File: src/rtl/vram_arbiter_if.sv
// Request/response and BRAM port bundle between the VRAM requesters and vram_arbiter.
// slave = arbiter view, master = requester/BRAM view.
interface vram_arbiter_if #(
    parameter int ADDR_W = 11
);
    logic              vid_req;
    logic [ADDR_W-1:0] vid_addr;
    logic              vid_gnt;
    logic              vid_rvalid;
    logic [31:0]       vid_rdata;

    logic              cpu_req;
    logic              cpu_we;
    logic [ADDR_W-1:0] cpu_addr;
    logic [31:0]       cpu_wdata;
    logic [3:0]        cpu_wstrb;
    logic              cpu_gnt;
    logic              cpu_rvalid;
    logic [31:0]       cpu_rdata;

    logic              bram_en;
    logic [3:0]        bram_we;
    logic [ADDR_W-1:0] bram_addr;
    logic [31:0]       bram_wdata;
    logic [31:0]       bram_rdata;

    modport slave (
        input  vid_req, vid_addr,
        input  cpu_req, cpu_we, cpu_addr, cpu_wdata, cpu_wstrb,
        input  bram_rdata,
        output vid_gnt, vid_rvalid, vid_rdata,
        output cpu_gnt, cpu_rvalid, cpu_rdata,
        output bram_en, bram_we, bram_addr, bram_wdata
    );

    modport master (
        output vid_req, vid_addr,
        output cpu_req, cpu_we, cpu_addr, cpu_wdata, cpu_wstrb,
        output bram_rdata,
        input  vid_gnt, vid_rvalid, vid_rdata,
        input  cpu_gnt, cpu_rvalid, cpu_rdata,
        input  bram_en, bram_we, bram_addr, bram_wdata
    );
endinterface

File: src/rtl/vram_arbiter.sv
// Single-port VRAM arbiter: video has priority, a CPU wait counter forces a CPU slot,
// and a tag pipeline steers read data back to its owner.
module vram_arbiter #(
    parameter int ADDR_W   = 11,
    parameter int DEPTH    = 601,
    parameter int RD_LAT   = 2,
    parameter int MAX_WAIT = 4
) (
    input  logic           axi_aclk,
    input  logic           axi_aresetn,
    vram_arbiter_if.slave  bus
);
    localparam logic [ADDR_W-1:0] LAST_ADDR = ADDR_W'(DEPTH - 1);
    localparam logic [2:0]        WAIT_LIM  = 3'(MAX_WAIT);

    typedef struct packed {
        logic valid;
        logic owner_cpu;
        logic zero;
    } tag_t;

    logic              w_vid_gnt;
    logic              w_cpu_gnt;
    logic              w_cpu_oor;
    logic [2:0]        r_cpu_wait;
    logic              r_bram_en;
    logic [3:0]        r_bram_we;
    logic [ADDR_W-1:0] r_bram_addr;
    logic [31:0]       r_bram_wdata;
    logic [31:0]       r_vid_rdata;
    logic [31:0]       r_cpu_rdata;
    tag_t [RD_LAT:0]   r_tag;

    assign w_cpu_oor = (bus.cpu_addr > LAST_ADDR);

    always_comb begin
        w_vid_gnt = 1'b0;
        w_cpu_gnt = 1'b0;
        if (axi_aresetn) begin
            if (bus.cpu_req && (r_cpu_wait >= WAIT_LIM)) begin
                w_cpu_gnt = 1'b1;
            end else if (bus.vid_req) begin
                w_vid_gnt = 1'b1;
            end else if (bus.cpu_req) begin
                w_cpu_gnt = 1'b1;
            end
        end
    end

    always_ff @(posedge axi_aclk) begin
        if (!axi_aresetn) begin
            r_cpu_wait   <= 3'd0;
            r_bram_en    <= 1'b0;
            r_bram_we    <= 4'h0;
            r_bram_addr  <= '0;
            r_bram_wdata <= 32'h0;
            r_vid_rdata  <= 32'h0;
            r_cpu_rdata  <= 32'h0;
            r_tag        <= '0;
        end else begin
            if (!bus.cpu_req || w_cpu_gnt) begin
                r_cpu_wait <= 3'd0;
            end else if (r_cpu_wait != 3'd7) begin
                r_cpu_wait <= r_cpu_wait + 3'd1;
            end

            // Out-of-range CPU accesses are granted but never reach the BRAM.
            r_bram_en <= w_vid_gnt | (w_cpu_gnt & ~w_cpu_oor);
            r_bram_we <= (w_cpu_gnt && bus.cpu_we && !w_cpu_oor) ? bus.cpu_wstrb : 4'h0;
            if (w_vid_gnt) begin
                r_bram_addr <= bus.vid_addr;
            end else if (w_cpu_gnt) begin
                r_bram_addr <= bus.cpu_addr;
                if (bus.cpu_we) begin
                    r_bram_wdata <= bus.cpu_wdata;
                end
            end

            r_tag[0] <= {w_vid_gnt | (w_cpu_gnt & ~bus.cpu_we), w_cpu_gnt, w_cpu_gnt & w_cpu_oor};
            for (int i = 1; i <= RD_LAT; i++) begin
                r_tag[i] <= r_tag[i-1];
            end

            if (r_tag[RD_LAT-1].valid) begin
                if (r_tag[RD_LAT-1].owner_cpu) begin
                    r_cpu_rdata <= r_tag[RD_LAT-1].zero ? 32'h0 : bus.bram_rdata;
                end else begin
                    r_vid_rdata <= bus.bram_rdata;
                end
            end
        end
    end

    assign bus.vid_gnt    = w_vid_gnt;
    assign bus.cpu_gnt    = w_cpu_gnt;
    assign bus.vid_rvalid = r_tag[RD_LAT].valid & ~r_tag[RD_LAT].owner_cpu;
    assign bus.cpu_rvalid = r_tag[RD_LAT].valid & r_tag[RD_LAT].owner_cpu;
    assign bus.vid_rdata  = r_vid_rdata;
    assign bus.cpu_rdata  = r_cpu_rdata;
    assign bus.bram_en    = r_bram_en;
    assign bus.bram_we    = r_bram_we;
    assign bus.bram_addr  = r_bram_addr;
    assign bus.bram_wdata = r_bram_wdata;
endmodule

File: src/flat_wrapper.sv
// flat-port wrapper written by rule: the top's interface ports become plain ports
module vram_arbiter_flat 
#(
    parameter int ADDR_W   = 11,
    parameter int DEPTH    = 601,
    parameter int RD_LAT   = 2,
    parameter int MAX_WAIT = 4
)
  (axi_aclk, axi_aresetn, bus_vid_req, bus_vid_addr, bus_cpu_req, bus_cpu_we, bus_cpu_addr, bus_cpu_wdata, bus_cpu_wstrb, bus_bram_rdata, bus_vid_gnt, bus_vid_rvalid, bus_vid_rdata, bus_cpu_gnt, bus_cpu_rvalid, bus_cpu_rdata, bus_bram_en, bus_bram_we, bus_bram_addr, bus_bram_wdata);
  vram_arbiter_if #(.ADDR_W(ADDR_W)) bus_i ();
  input  logic axi_aclk;
  input  logic axi_aresetn;
  input wire logic [$bits(bus_i.vid_req)-1:0] bus_vid_req;
  input wire logic [$bits(bus_i.vid_addr)-1:0] bus_vid_addr;
  input wire logic [$bits(bus_i.cpu_req)-1:0] bus_cpu_req;
  input wire logic [$bits(bus_i.cpu_we)-1:0] bus_cpu_we;
  input wire logic [$bits(bus_i.cpu_addr)-1:0] bus_cpu_addr;
  input wire logic [$bits(bus_i.cpu_wdata)-1:0] bus_cpu_wdata;
  input wire logic [$bits(bus_i.cpu_wstrb)-1:0] bus_cpu_wstrb;
  input wire logic [$bits(bus_i.bram_rdata)-1:0] bus_bram_rdata;
  output wire logic [$bits(bus_i.vid_gnt)-1:0] bus_vid_gnt;
  output wire logic [$bits(bus_i.vid_rvalid)-1:0] bus_vid_rvalid;
  output wire logic [$bits(bus_i.vid_rdata)-1:0] bus_vid_rdata;
  output wire logic [$bits(bus_i.cpu_gnt)-1:0] bus_cpu_gnt;
  output wire logic [$bits(bus_i.cpu_rvalid)-1:0] bus_cpu_rvalid;
  output wire logic [$bits(bus_i.cpu_rdata)-1:0] bus_cpu_rdata;
  output wire logic [$bits(bus_i.bram_en)-1:0] bus_bram_en;
  output wire logic [$bits(bus_i.bram_we)-1:0] bus_bram_we;
  output wire logic [$bits(bus_i.bram_addr)-1:0] bus_bram_addr;
  output wire logic [$bits(bus_i.bram_wdata)-1:0] bus_bram_wdata;
  assign bus_i.vid_req = bus_vid_req;
  assign bus_i.vid_addr = bus_vid_addr;
  assign bus_i.cpu_req = bus_cpu_req;
  assign bus_i.cpu_we = bus_cpu_we;
  assign bus_i.cpu_addr = bus_cpu_addr;
  assign bus_i.cpu_wdata = bus_cpu_wdata;
  assign bus_i.cpu_wstrb = bus_cpu_wstrb;
  assign bus_i.bram_rdata = bus_bram_rdata;
  assign bus_vid_gnt = bus_i.vid_gnt;
  assign bus_vid_rvalid = bus_i.vid_rvalid;
  assign bus_vid_rdata = bus_i.vid_rdata;
  assign bus_cpu_gnt = bus_i.cpu_gnt;
  assign bus_cpu_rvalid = bus_i.cpu_rvalid;
  assign bus_cpu_rdata = bus_i.cpu_rdata;
  assign bus_bram_en = bus_i.bram_en;
  assign bus_bram_we = bus_i.bram_we;
  assign bus_bram_addr = bus_i.bram_addr;
  assign bus_bram_wdata = bus_i.bram_wdata;
  vram_arbiter #(.ADDR_W(ADDR_W), .DEPTH(DEPTH), .RD_LAT(RD_LAT), .MAX_WAIT(MAX_WAIT)) u_core (.axi_aclk(axi_aclk), .axi_aresetn(axi_aresetn), .bus(bus_i));
endmodule
File: config.mk
export PLATFORM = sky130hd
export DESIGN_NAME = vram_arbiter_flat
export DESIGN_NICKNAME = d
export VERILOG_FILES = /design/src/rtl/vram_arbiter_if.sv /design/src/rtl/vram_arbiter.sv /design/src/flat_wrapper.sv
export SDC_FILE = /design/constraint.sdc
export NUM_CORES = 1
export LEC_CHECK = 0
export CORE_UTILIZATION = 35
export CTS_CLUSTER_DIAMETER = 60
export DETAILED_ROUTE_END_ITERATION = 6
export PLACE_DENSITY_LB_ADDON = 0.05
export SLEW_MARGIN = 40
export SYNTH_ARGS = -nofsm -noshare
export SYNTH_HDL_FRONTEND = slang
export SYNTH_SLANG_ARGS = --single-unit
File: constraint.sdc
create_clock -name axi_aclk -period 1.6 [get_ports axi_aclk]
set_clock_uncertainty 0.1 [all_clocks]
set_input_delay 0.32 -clock axi_aclk [delete_from_list [all_inputs] [get_ports axi_aclk]]
set_output_delay 0.32 -clock axi_aclk [all_outputs]
set_load 0.01 [all_outputs]
==> metrics <==
register area share after synthesis 50.0%; vias in the first global route 4,939; Layout Nets 872; Via-to-Cell Ratio 5.28; Gate Count Post-Synth 563; chip width 121 um; Final GP Congestion 0.820; RR Startpoint u_core.r_cpu_wait[2]; Mapped Area 4930 um2; IO Pins 211; worst reg2reg endpoint u_core.bus.bram_we[0]; Leak 3.37 nW; first-pass GRT wire length 24.7 mm; ordered list of cells on the worst path and2_1 > clkdlybuf4s15_1; Setup crit end bus_cpu_rvalid; EDFF count, synth 0; number of max-cap violations 0; clk buf depth 2; Layout Utilization 59.0%; status finished clean; RSZ-0062 raised after global routing no; CP max stage cell dfxtp_1; Starting Density 36.5%; leading area contributor after synthesis dfxtp_1; die height 121 um; Max Clk Rate 645 MHz; Filler Cells Inserted 1,216; clk root buf clkbuf_16; Worst R2R Setup Slack 0.12 ns; Synth Flop Type dfxtp_1; Reg clk slew, reported paths 0.05 ns; drt first pass iters 4; Buf/Inv on CP 1; Rows 42; synthesized flop and latch total 123; worst slew pin tran 0.465 ns; largest net degree at the start of global routing 35; most numerous cell in the Yosys netlist dfxtp_1; CP startpoint u_core.r_tag[7]; crit path launch type flip-flop; Post-CTS Setup Inserts 0; crit share post-route 96.9%; power per cell area 1100 nW/um2; Hold Path Stages 3; share of cells above drive strength 1 12.1%; slew margin rel. 69.0%; yosys warns 0; Iteration-0 DRC Markers 369; dpl cells 932; Stages on worst setup path 2; Post-Route WL 15.9 mm; Critical Path RT 1.18 ns; crit-path max FO 2; Hold Path Class input pin to flip-flop; post-synth cell types 37; Setup violations, final 0; ant diodes 0; total CTS buffers 17; Layout Cells excl Fill 964; Antenna Nets Post-Route 0; clk sinks 123; CP Class flip-flop to primary output; Slew Limit Fails 0; CTS tree yes; largest cells by area after synthesis dfxtp_1 50%, a21oi_1 11%, nand2_1 7.8%, nand4b_1 5.9%, nand4_1 5.5%; R2R depth 5; PortBufs 210; Post-synth ARST share 0%; crit-path leading delay family flip-flops; clk_lat worst skew 0.41 ns; area delta synth->final 61.7%; final hold violations 0; routed length per placed instance 16.5 um; Total Routing Usage GR 21.9%; Core ar. 13,500 um2; CTS Hold Buffers Added 0; Yosys top cell area share 50.0%; Peak VDD IR 0.595 mV; remaining global-route overflow 0; CP peak stage delay 0.33 ns; Post-synth top cells 123 x dfxtp_1, 105 x a21oi_1, 102 x nand2_1; via count 5,087; Critical Path Sink Type primary output; syn nets 660; CP arrival 1.13 ns; fin crit period 1.55 ns; syn avg cell area 8.75 um2; post-DP HPWL 10.9 mm; htree depth 4; initial antenna violation count 0; Die ar. 14,600 um2; drc violations 0
metrics by stage:
step	setup TNS [ns]	hold WS, ns	power [mW]	setup WS [ns]	instance area, um2
after floorplan	0	0.312	3.63	0.175	4930
after CTS	-0.0265	0.324	8.87	-0.0265	7940
after global routing	0	0.318	9.10	0.00438	7970
final	0	0.297	8.79	0.0498	7970
after global placement	-19.53	0.315	4.19	-0.404	7350
after detailed placement	-23.77	0.323	4.20	-0.436	7350
worst min path at each step:
stage                     startpoint               endpoint  slack, ns
floorplan            u_core.r_tag[0]        u_core.r_tag[3]       0.31
global placement     u_core.r_tag[0]        u_core.r_tag[3]       0.32
detailed placement   u_core.r_tag[0]        u_core.r_tag[3]       0.32
CTS                 bus_cpu_wstrb[3]  u_core.bus.bram_we[3]       0.32
global route             axi_aresetn        u_core.r_tag[4]       0.32
finish                   axi_aresetn        u_core.r_tag[4]       0.30
kinds of logic (layout without fill, tap and decap cells):
kind of cell / after synthesis / after routing / share of synthesized area (%)
multiplexers: 2 / 2 / 0.406
AO/OA/AOI/OAI: 165 / 165 / 20.5
flip-flops: 123 / 123 / 50.0
XOR/XNOR: 1 / 1 / 0.178
buffers and inverters: 67 / 292 / 6.45
adder cells (fa/ha/maj): 2 / 2 / 0.508
AND/OR/NAND/NOR: 203 / 203 / 22.0
layout by cell type (no fill, tap or decap), types with 6 or more instances in the layout:
cell,n
nand4b_1,33
clkdlybuf4s50_1,91
clkbuf_16,17
nand4_1,43
bufinv_16,8
dfxtp_1,122
a21oi_1,105
dlygate4sd2_1,112
o31ai_1,32
a32oi_1,9
and2_1,6
nand2_1,102
buf_4,39
layout make-up:
type	count	area (um2)	share of cell area, %
clock buffers	21	470	5.90
clock inverters	11	262	3.28
inverters	6	23.8	0.298
multi-input cells	373	2170	27.2
flip-flops and latches	123	2470	30.9
well taps	176	220	2.76
repair buffers	254	2360	29.6
what timing repair did:
item / in CTS / in global routing
pin swaps: 1 / 2
endpoints found under the setup margin: 116 / 14
gates resized for setup: 127 / 9
metal layers:
| layer | vias up | track usage (%) | wire [um] |
|---|---|---|---|
| li1 | 2464 | - | - |
| met1 | 2437 | 26.7 | 6750 |
| met2 | 170 | 36.9 | 7920 |
| met3 | 16 | 6.60 | 1040 |
| met4 | 0 | 6.79 | 174 |
| met5 | - | 0 | 0 |
worst min-delay path: cells and delay by family:
family	cells	cell delay, ns
buf+inv	2	0.30
simple gates	1	0.15
power by group:
group,switching [mW],total [mW],internal (mW)
registers,0.0455,3.20,3.16
clock network,1.35,4.71,3.36
logic,0.440,0.884,0.444
state kept, by name, indices dropped and copies added (netlist names):
name                   flops
u_core.bus.bram_addr      11
u_core.bus.cpu_rdata      32
u_core.bus.vid_rdata      32
u_core.r_cpu_wait          3
u_core.bus.bram_wdata     32
u_core.bus.bram_en         1
u_core.r_tag               8
u_core.bus.bram_we         4
Note: power is estimated with default switching activity, not from simulation.
